[config.mk]
export PLATFORM = sky130hd
export DESIGN_NAME = mem_port_arbiter
export DESIGN_NICKNAME = d
export VERILOG_FILES = /design/src/rtl/mem_port_arbiter.sv
export SDC_FILE = /design/constraint.sdc
export NUM_CORES = 1
export LEC_CHECK = 0
export ABC_CLOCK_PERIOD_IN_PS = 2009
export CAP_MARGIN = 20
export CORE_ASPECT_RATIO = 1.4
export CORE_MARGIN = 1
export CORE_UTILIZATION = 43
export DETAILED_ROUTE_END_ITERATION = 10
export PLACE_DENSITY = 0.91
export SLEW_MARGIN = 20
export SYNTH_ARGS = -nofsm -noshare
export SYNTH_HDL_FRONTEND = slang
export SYNTH_SLANG_ARGS = --single-unit
export TNS_END_PERCENT = 1
[constraint.sdc]
create_clock -name clk -period 2.01 [get_ports clk]
set_input_delay 0.603 -clock clk [delete_from_list [all_inputs] [get_ports clk]]
set_output_delay 0.603 -clock clk [all_outputs]
set_load 0.02 [all_outputs]
[src/rtl/mem_port_arbiter.sv]
// Arbitrates an instruction-fetch port and a cache port onto one four-phase memory port.
// Arbitration is round-robin. A wait counter bounds each memory access. On a timeout the
// requester receives zero data, and err is set and held until reset.
//
// Ports:
//   clk, rst                         clock, synchronous active-high reset
//   instr_req/addr, instr_ack/data   instruction-fetch four-phase port
//   cache_req/addr, cache_ack/data   cache four-phase port
//   mem_req/addr/ph0, mem_ack/data   four-phase memory port; ph0 tags the data destination
//   err                              sticky timeout flag
module mem_port_arbiter #(
  parameter int unsigned ADDR_W  = 16,
  parameter int unsigned DATA_W  = 16,
  parameter int unsigned TIMEOUT = 64
) (
  input  logic              clk,
  input  logic              rst,
  input  logic              instr_req,
  input  logic [ADDR_W-1:0] instr_addr,
  output logic              instr_ack,
  output logic [DATA_W-1:0] instr_data,
  input  logic              cache_req,
  input  logic [ADDR_W-1:0] cache_addr,
  output logic              cache_ack,
  output logic [DATA_W-1:0] cache_data,
  output logic              mem_req,
  output logic [ADDR_W-1:0] mem_addr,
  output logic [1:0]        mem_ph0,
  input  logic              mem_ack,
  input  logic [DATA_W-1:0] mem_data,
  output logic              err
);

  localparam logic [1:0] TagInstr = 2'b10;
  localparam logic [1:0] TagCache = 2'b00;
  localparam logic [1:0] TagIdle  = 2'b01;
  localparam logic [7:0] WaitLast = 8'(TIMEOUT - 1);

  typedef enum logic [2:0] {StIdle, StMreq, StMrel, StAck, StDrop} state_e;

  state_e     state;
  logic [7:0] wait_cnt;
  logic       last_instr;   // 1: instr was granted most recently
  logic       grant_instr;  // owner of the transaction in flight
  logic       pick_instr;

  // Instr wins unless cache also requests and instr had the previous grant.
  always_comb begin
    pick_instr = instr_req && (!cache_req || !last_instr);
  end

  always_ff @(posedge clk) begin
    if (rst) begin
      state       <= StIdle;
      wait_cnt    <= '0;
      last_instr  <= 1'b0;
      grant_instr <= 1'b0;
      mem_req     <= 1'b0;
      mem_addr    <= '0;
      mem_ph0     <= TagIdle;
      instr_ack   <= 1'b0;
      cache_ack   <= 1'b0;
      instr_data  <= '0;
      cache_data  <= '0;
      err         <= 1'b0;
    end else begin
      unique case (state)
        StIdle: begin
          if (instr_req || cache_req) begin
            grant_instr <= pick_instr;
            last_instr  <= pick_instr;
            mem_req     <= 1'b1;
            mem_addr    <= pick_instr ? instr_addr : cache_addr;
            mem_ph0     <= pick_instr ? TagInstr : TagCache;
            wait_cnt    <= '0;
            state       <= StMreq;
          end
        end
        StMreq: begin
          if (mem_ack) begin
            if (grant_instr) instr_data <= mem_data;
            else             cache_data <= mem_data;
            mem_req <= 1'b0;
            state   <= StMrel;
          end else if (wait_cnt == WaitLast) begin
            // Timed out: hand the requester a zero word and flag it.
            if (grant_instr) instr_data <= '0;
            else             cache_data <= '0;
            err     <= 1'b1;
            mem_req <= 1'b0;
            state   <= StMrel;
          end else begin
            wait_cnt <= wait_cnt + 8'd1;
          end
        end
        StMrel: begin
          // mem_addr is left as-is; only the tag returns to idle.
          if (!mem_ack) begin
            mem_ph0 <= TagIdle;
            if (grant_instr) instr_ack <= 1'b1;
            else             cache_ack <= 1'b1;
            state <= StAck;
          end
        end
        StAck: begin
          // A req dropped early is simply seen low here, so ack lasts one cycle.
          if (grant_instr ? !instr_req : !cache_req) begin
            instr_ack <= 1'b0;
            cache_ack <= 1'b0;
            state     <= StDrop;
          end
        end
        StDrop: begin
          state <= StIdle;
        end
        default: begin
          state <= StIdle;
        end
      endcase
    end
  end

endmodule

==> impl_results.rst <==
.. list-table::
   :header-rows: 1

   * - Metric
     - Value
   * - Final Slew Violations
     - 0
   * - Clock tree sinks
     - 66
   * - Synthesized area per cell
     - 11.0 sq um
   * - Post-synthesis instance area
     - 2720 sq um
   * - Worst min-delay path startpoint
     - instr_data[13]$_SDFFE_PP0P_
   * - Cell family with most CP delay
     - buffers and inverters
   * - Via density per instance
     - 5.68
   * - Top post-synthesis cells by area
     - sky130_fd_sc_hd__dfxtp_1, sky130_fd_sc_hd__a32o_1, sky130_fd_sc_hd__mux2i_1
   * - Kind of start point of the critical path
     - register
   * - Register bit count reported by yosys
     - 66
   * - Maximum ir drop on the vdd rail
     - 0.502 mV
   * - Vias in the first global route
     - 2,407
   * - Pwr Density
     - 881 nW/um^2
   * - Post-Syn Instances
     - 247
   * - Chip height
     - 96.2 microns
   * - Final WL
     - 6700 microns
   * - Initial antenna violation count
     - 0
   * - Detailed Routing Iterations Pass 1
     - 4
   * - Net total in the final layout
     - 413
   * - Relative area change from synthesis to final layout
     - 50.1%
   * - Startpoint of the worst-slack reg-to-reg timing path
     - wait_cnt[0]$_SDFFE_PP0P_
   * - Max-cap violations
     - 0
   * - # IOs
     - 107
   * - Switching pwr
     - 1050 uW
   * - Critical path's slowest cell
     - sky130_fd_sc_hd__clkdlybuf4s50_1
   * - Number of setup buffers added after CTS
     - 0
   * - Proportion of layout cells with a drive suffix above 1
     - 12.1%
   * - Clock period minus worst slack
     - 1.92 ns
   * - Clk pin slew, worst setup/hold paths
     - 0.07 ns
   * - Post-detailed-route count of antenna-violating nets
     - 0
   * - Die boundary width
     - 69.3 microns
   * - Final design utilization
     - 68.3%
   * - Count of endpoints failing hold in the final timing report
     - 0
   * - Max transition margin
     - 54.7%
   * - Signal arrival time at the worst endpoint
     - 1.32 ns
   * - Sequential cell area
     - 1320 sq um
   * - Hold buffer count at CTS
     - 0
   * - Top flip-flop cell by instance count after synthesis
     - sky130_fd_sc_hd__dfxtp_1
   * - Count of synthesis-stage warnings from yosys
     - 0
   * - Outcome
     - complete, no violations
   * - Worst-case clock skew
     - 0.00675 ns
   * - Setup repair after global routing missed its margin
     - false
   * - Proportion of netlist area held by the largest area contributor
     - 48.5%
   * - Post-detail-place hpwl
     - 4950 microns
   * - Highest clock frequency the design can meet
     - 520 MHz
   * - Leftover overflow at the end of global routing
     - 0
   * - Combined buffer and inverter count along the critical path
     - 1
   * - Largest stage delay on the critical path
     - 0.63 ns
   * - Total power after layout
     - 3600 uW
   * - Via Count
     - 2,465
   * - Type of destination of the critical path
     - primary output
   * - Clock buffers created by TritonCTS
     - 9
   * - Top cells by count, synth
     - sky130_fd_sc_hd__dfxtp_1, sky130_fd_sc_hd__a32o_1, sky130_fd_sc_hd__nor2_1
   * - Clock network power share
     - 31.2%
   * - Input/output buffers
     - 106
   * - CTS max path bufs
     - 2
   * - Routability cong.
     - 0.786
   * - Routed wire length per instance
     - 15.4 microns
   * - Yosys cell types
     - 50
   * - Proportion of power drawn by flip-flops and latches
     - 42.1%
   * - Multi-input combinational cell area
     - 1260 sq um
   * - Diode count
     - 0
   * - Sequential fraction of the synthesis area
     - 48.5%
   * - Global-route usage over all layers
     - 21.4%
   * - Clock root cell
     - sky130_fd_sc_hd__clkbuf_8
   * - Crit path required time
     - 1.41 ns
   * - Core region area
     - 5990 sq um
   * - Share of the cycle needed by the critical path after routing
     - 95.7%
   * - Drt initial violations
     - 92
   * - Internal
     - 2550 uW
   * - Synth area leader
     - sky130_fd_sc_hd__dfxtp_1
   * - Number of levels the H-tree was split into
     - 3
   * - Cell count after placement
     - 418
   * - Final instance count without filler cells
     - 434
   * - Post-cts gate resize count
     - 1
   * - Initial Util
     - 45.5%
   * - Count leader, synth
     - sky130_fd_sc_hd__dfxtp_1
   * - Async SR Flop Fraction
     - 0%
   * - First-pass GRT wire length
     - 11,200 microns
   * - Final-report setup violation count
     - 0
   * - Transition at the pin with the smallest max-transition slack
     - 0.678 ns
   * - Maximum fanout along the worst path
     - 2
   * - Full die area
     - 6660 sq um
   * - CTS tree
     - yes
   * - Number of enable flip-flop cells after synthesis
     - 0
   * - WS Path Type
     - register to primary output
   * - Row cnt
     - 33
   * - Fraction of power spent switching nets
     - 29.2%
   * - Lkg Pwr
     - 0.00157 uW
   * - Series of cell instances along the critical path
     - clkdlybuf4s50_1
   * - Fraction of power consumed by combinational cells
     - 26.7%
   * - DRC violation count after routing
     - 0
   * - Post-synth net total
     - 301
   * - Skew-Pair Late Insertion Delay
     - 0.34 ns
   * - Start point of the critical path
     - err$_SDFFE_PP0P_
   * - Maximum number of pins on one net before global-route repair
     - 34
   * - Worst hold path class
     - register to register
   * - Fill cell instance count of the final layout
     - 447
per-layer routing:
layer	global-route usage (%)	vias up	routed length [microns]
li1	-	1181	-
met1	21.3	1143	2480
met2	40.7	133	3480
met3	7.33	8	654
met4	8.67	0	80
met5	0	-	0
cells in the final DEF (no fill, tap or decap), types with 2 or more instances in the layout:
master                            netlist  layout
sky130_fd_sc_hd__inv_1                  2       2
sky130_fd_sc_hd__buf_4                  3      14
sky130_fd_sc_hd__buf_12                 0       2
sky130_fd_sc_hd__a21oi_1                3       3
sky130_fd_sc_hd__clkbuf_8               0      11
sky130_fd_sc_hd__nand2_1                6       6
sky130_fd_sc_hd__clkinvlp_4             0       2
sky130_fd_sc_hd__nand3_1                3       3
sky130_fd_sc_hd__clkdlybuf4s50_1        0     106
sky130_fd_sc_hd__nor2_1                26      26
sky130_fd_sc_hd__o211ai_1               2       2
sky130_fd_sc_hd__and3_1                 4       4
sky130_fd_sc_hd__a22o_1                 2       2
sky130_fd_sc_hd__nor3_1                 5       5
sky130_fd_sc_hd__a32o_1                32      32
sky130_fd_sc_hd__a21oi_4                2       2
sky130_fd_sc_hd__a211oi_1              17      17
sky130_fd_sc_hd__a211o_1                2       2
sky130_fd_sc_hd__and2_1                 2       2
sky130_fd_sc_hd__a32oi_1                2       2
sky130_fd_sc_hd__a311oi_1               2       2
sky130_fd_sc_hd__mux2_2                 2       2
sky130_fd_sc_hd__mux2i_1               17      17
sky130_fd_sc_hd__dfxtp_1               66      66
path summary, 6_finish.rpt:
path / end / slack [ns] / cells after the start
setup reg to reg: instr_data[14]$_SDFFE_PP0P_ / 0.20 / 5
hold reg to reg: instr_data[13]$_SDFFE_PP0P_ / 0.46 / 1
hold / removal: instr_data[13]$_SDFFE_PP0P_ / 0.46 / 1
setup / recovery: err / 0.09 / 1
power groups by stage:
stage	registers [uW]	logic, uW	clock network [uW]
6_report	1520	960	1120
4_1_cts	1520	968	1150
5_1_grt	1540	1030	1200
3_3_place_gp	1540	929	0
3_5_place_dp	1540	959	0
2_1_floorplan	1650	427	0
flip-flops by register name, indices dropped and copies added (netlist names):
name / cells
instr_ack: 1
state: 3
cache_data: 16
wait_cnt: 8
instr_data: 16
mem_ph0: 2
err: 1
cache_ack: 1
mem_addr: 16
mem_req: 1
grant_instr: 1
logic make-up (layout without fill, tap and decap cells):
kind of cell             count (synthesis)  after routing  share of synthesized area [%]
AO/OA/AOI/OAI                           73             73                           24.3
AND/OR/NAND/NOR                         63             63                           13.3
flip-flops                              66             66                           48.5
multiplexers                            19             19                           7.07
XOR/XNOR                                 2              2                          0.643
buffers and inverters                   23            140                           5.70
adder cells (fa/ha/maj)                  1              1                          0.459
final cells by class:
cell class / instances / share of cell area, %
flip-flops and latches: 66 / 32.3
multi-input cells: 158 / 30.8
repair buffers: 122 / 29.5
clock buffers: 12 / 3.79
well taps: 70 / 2.14
clock inverters: 4 / 1.22
inverters: 2 / 0.184
through the flow:
step / area (sq um) / setup TNS [ns] / hold slack (ns) / setup WS [ns]
after global routing: 4090 / 0 / 0.491 / 0.0194
after floorplan: 2720 / 0 / 0.481 / 0.362
after CTS: 4090 / 0 / 0.468 / 0.0700
after global placement: 3880 / -10.16 / 0.447 / -0.298
final: 4090 / 0 / 0.465 / 0.0861
after detailed placement: 3880 / -12.76 / 0.453 / -0.384
Power figures use the tool's default switching activity.
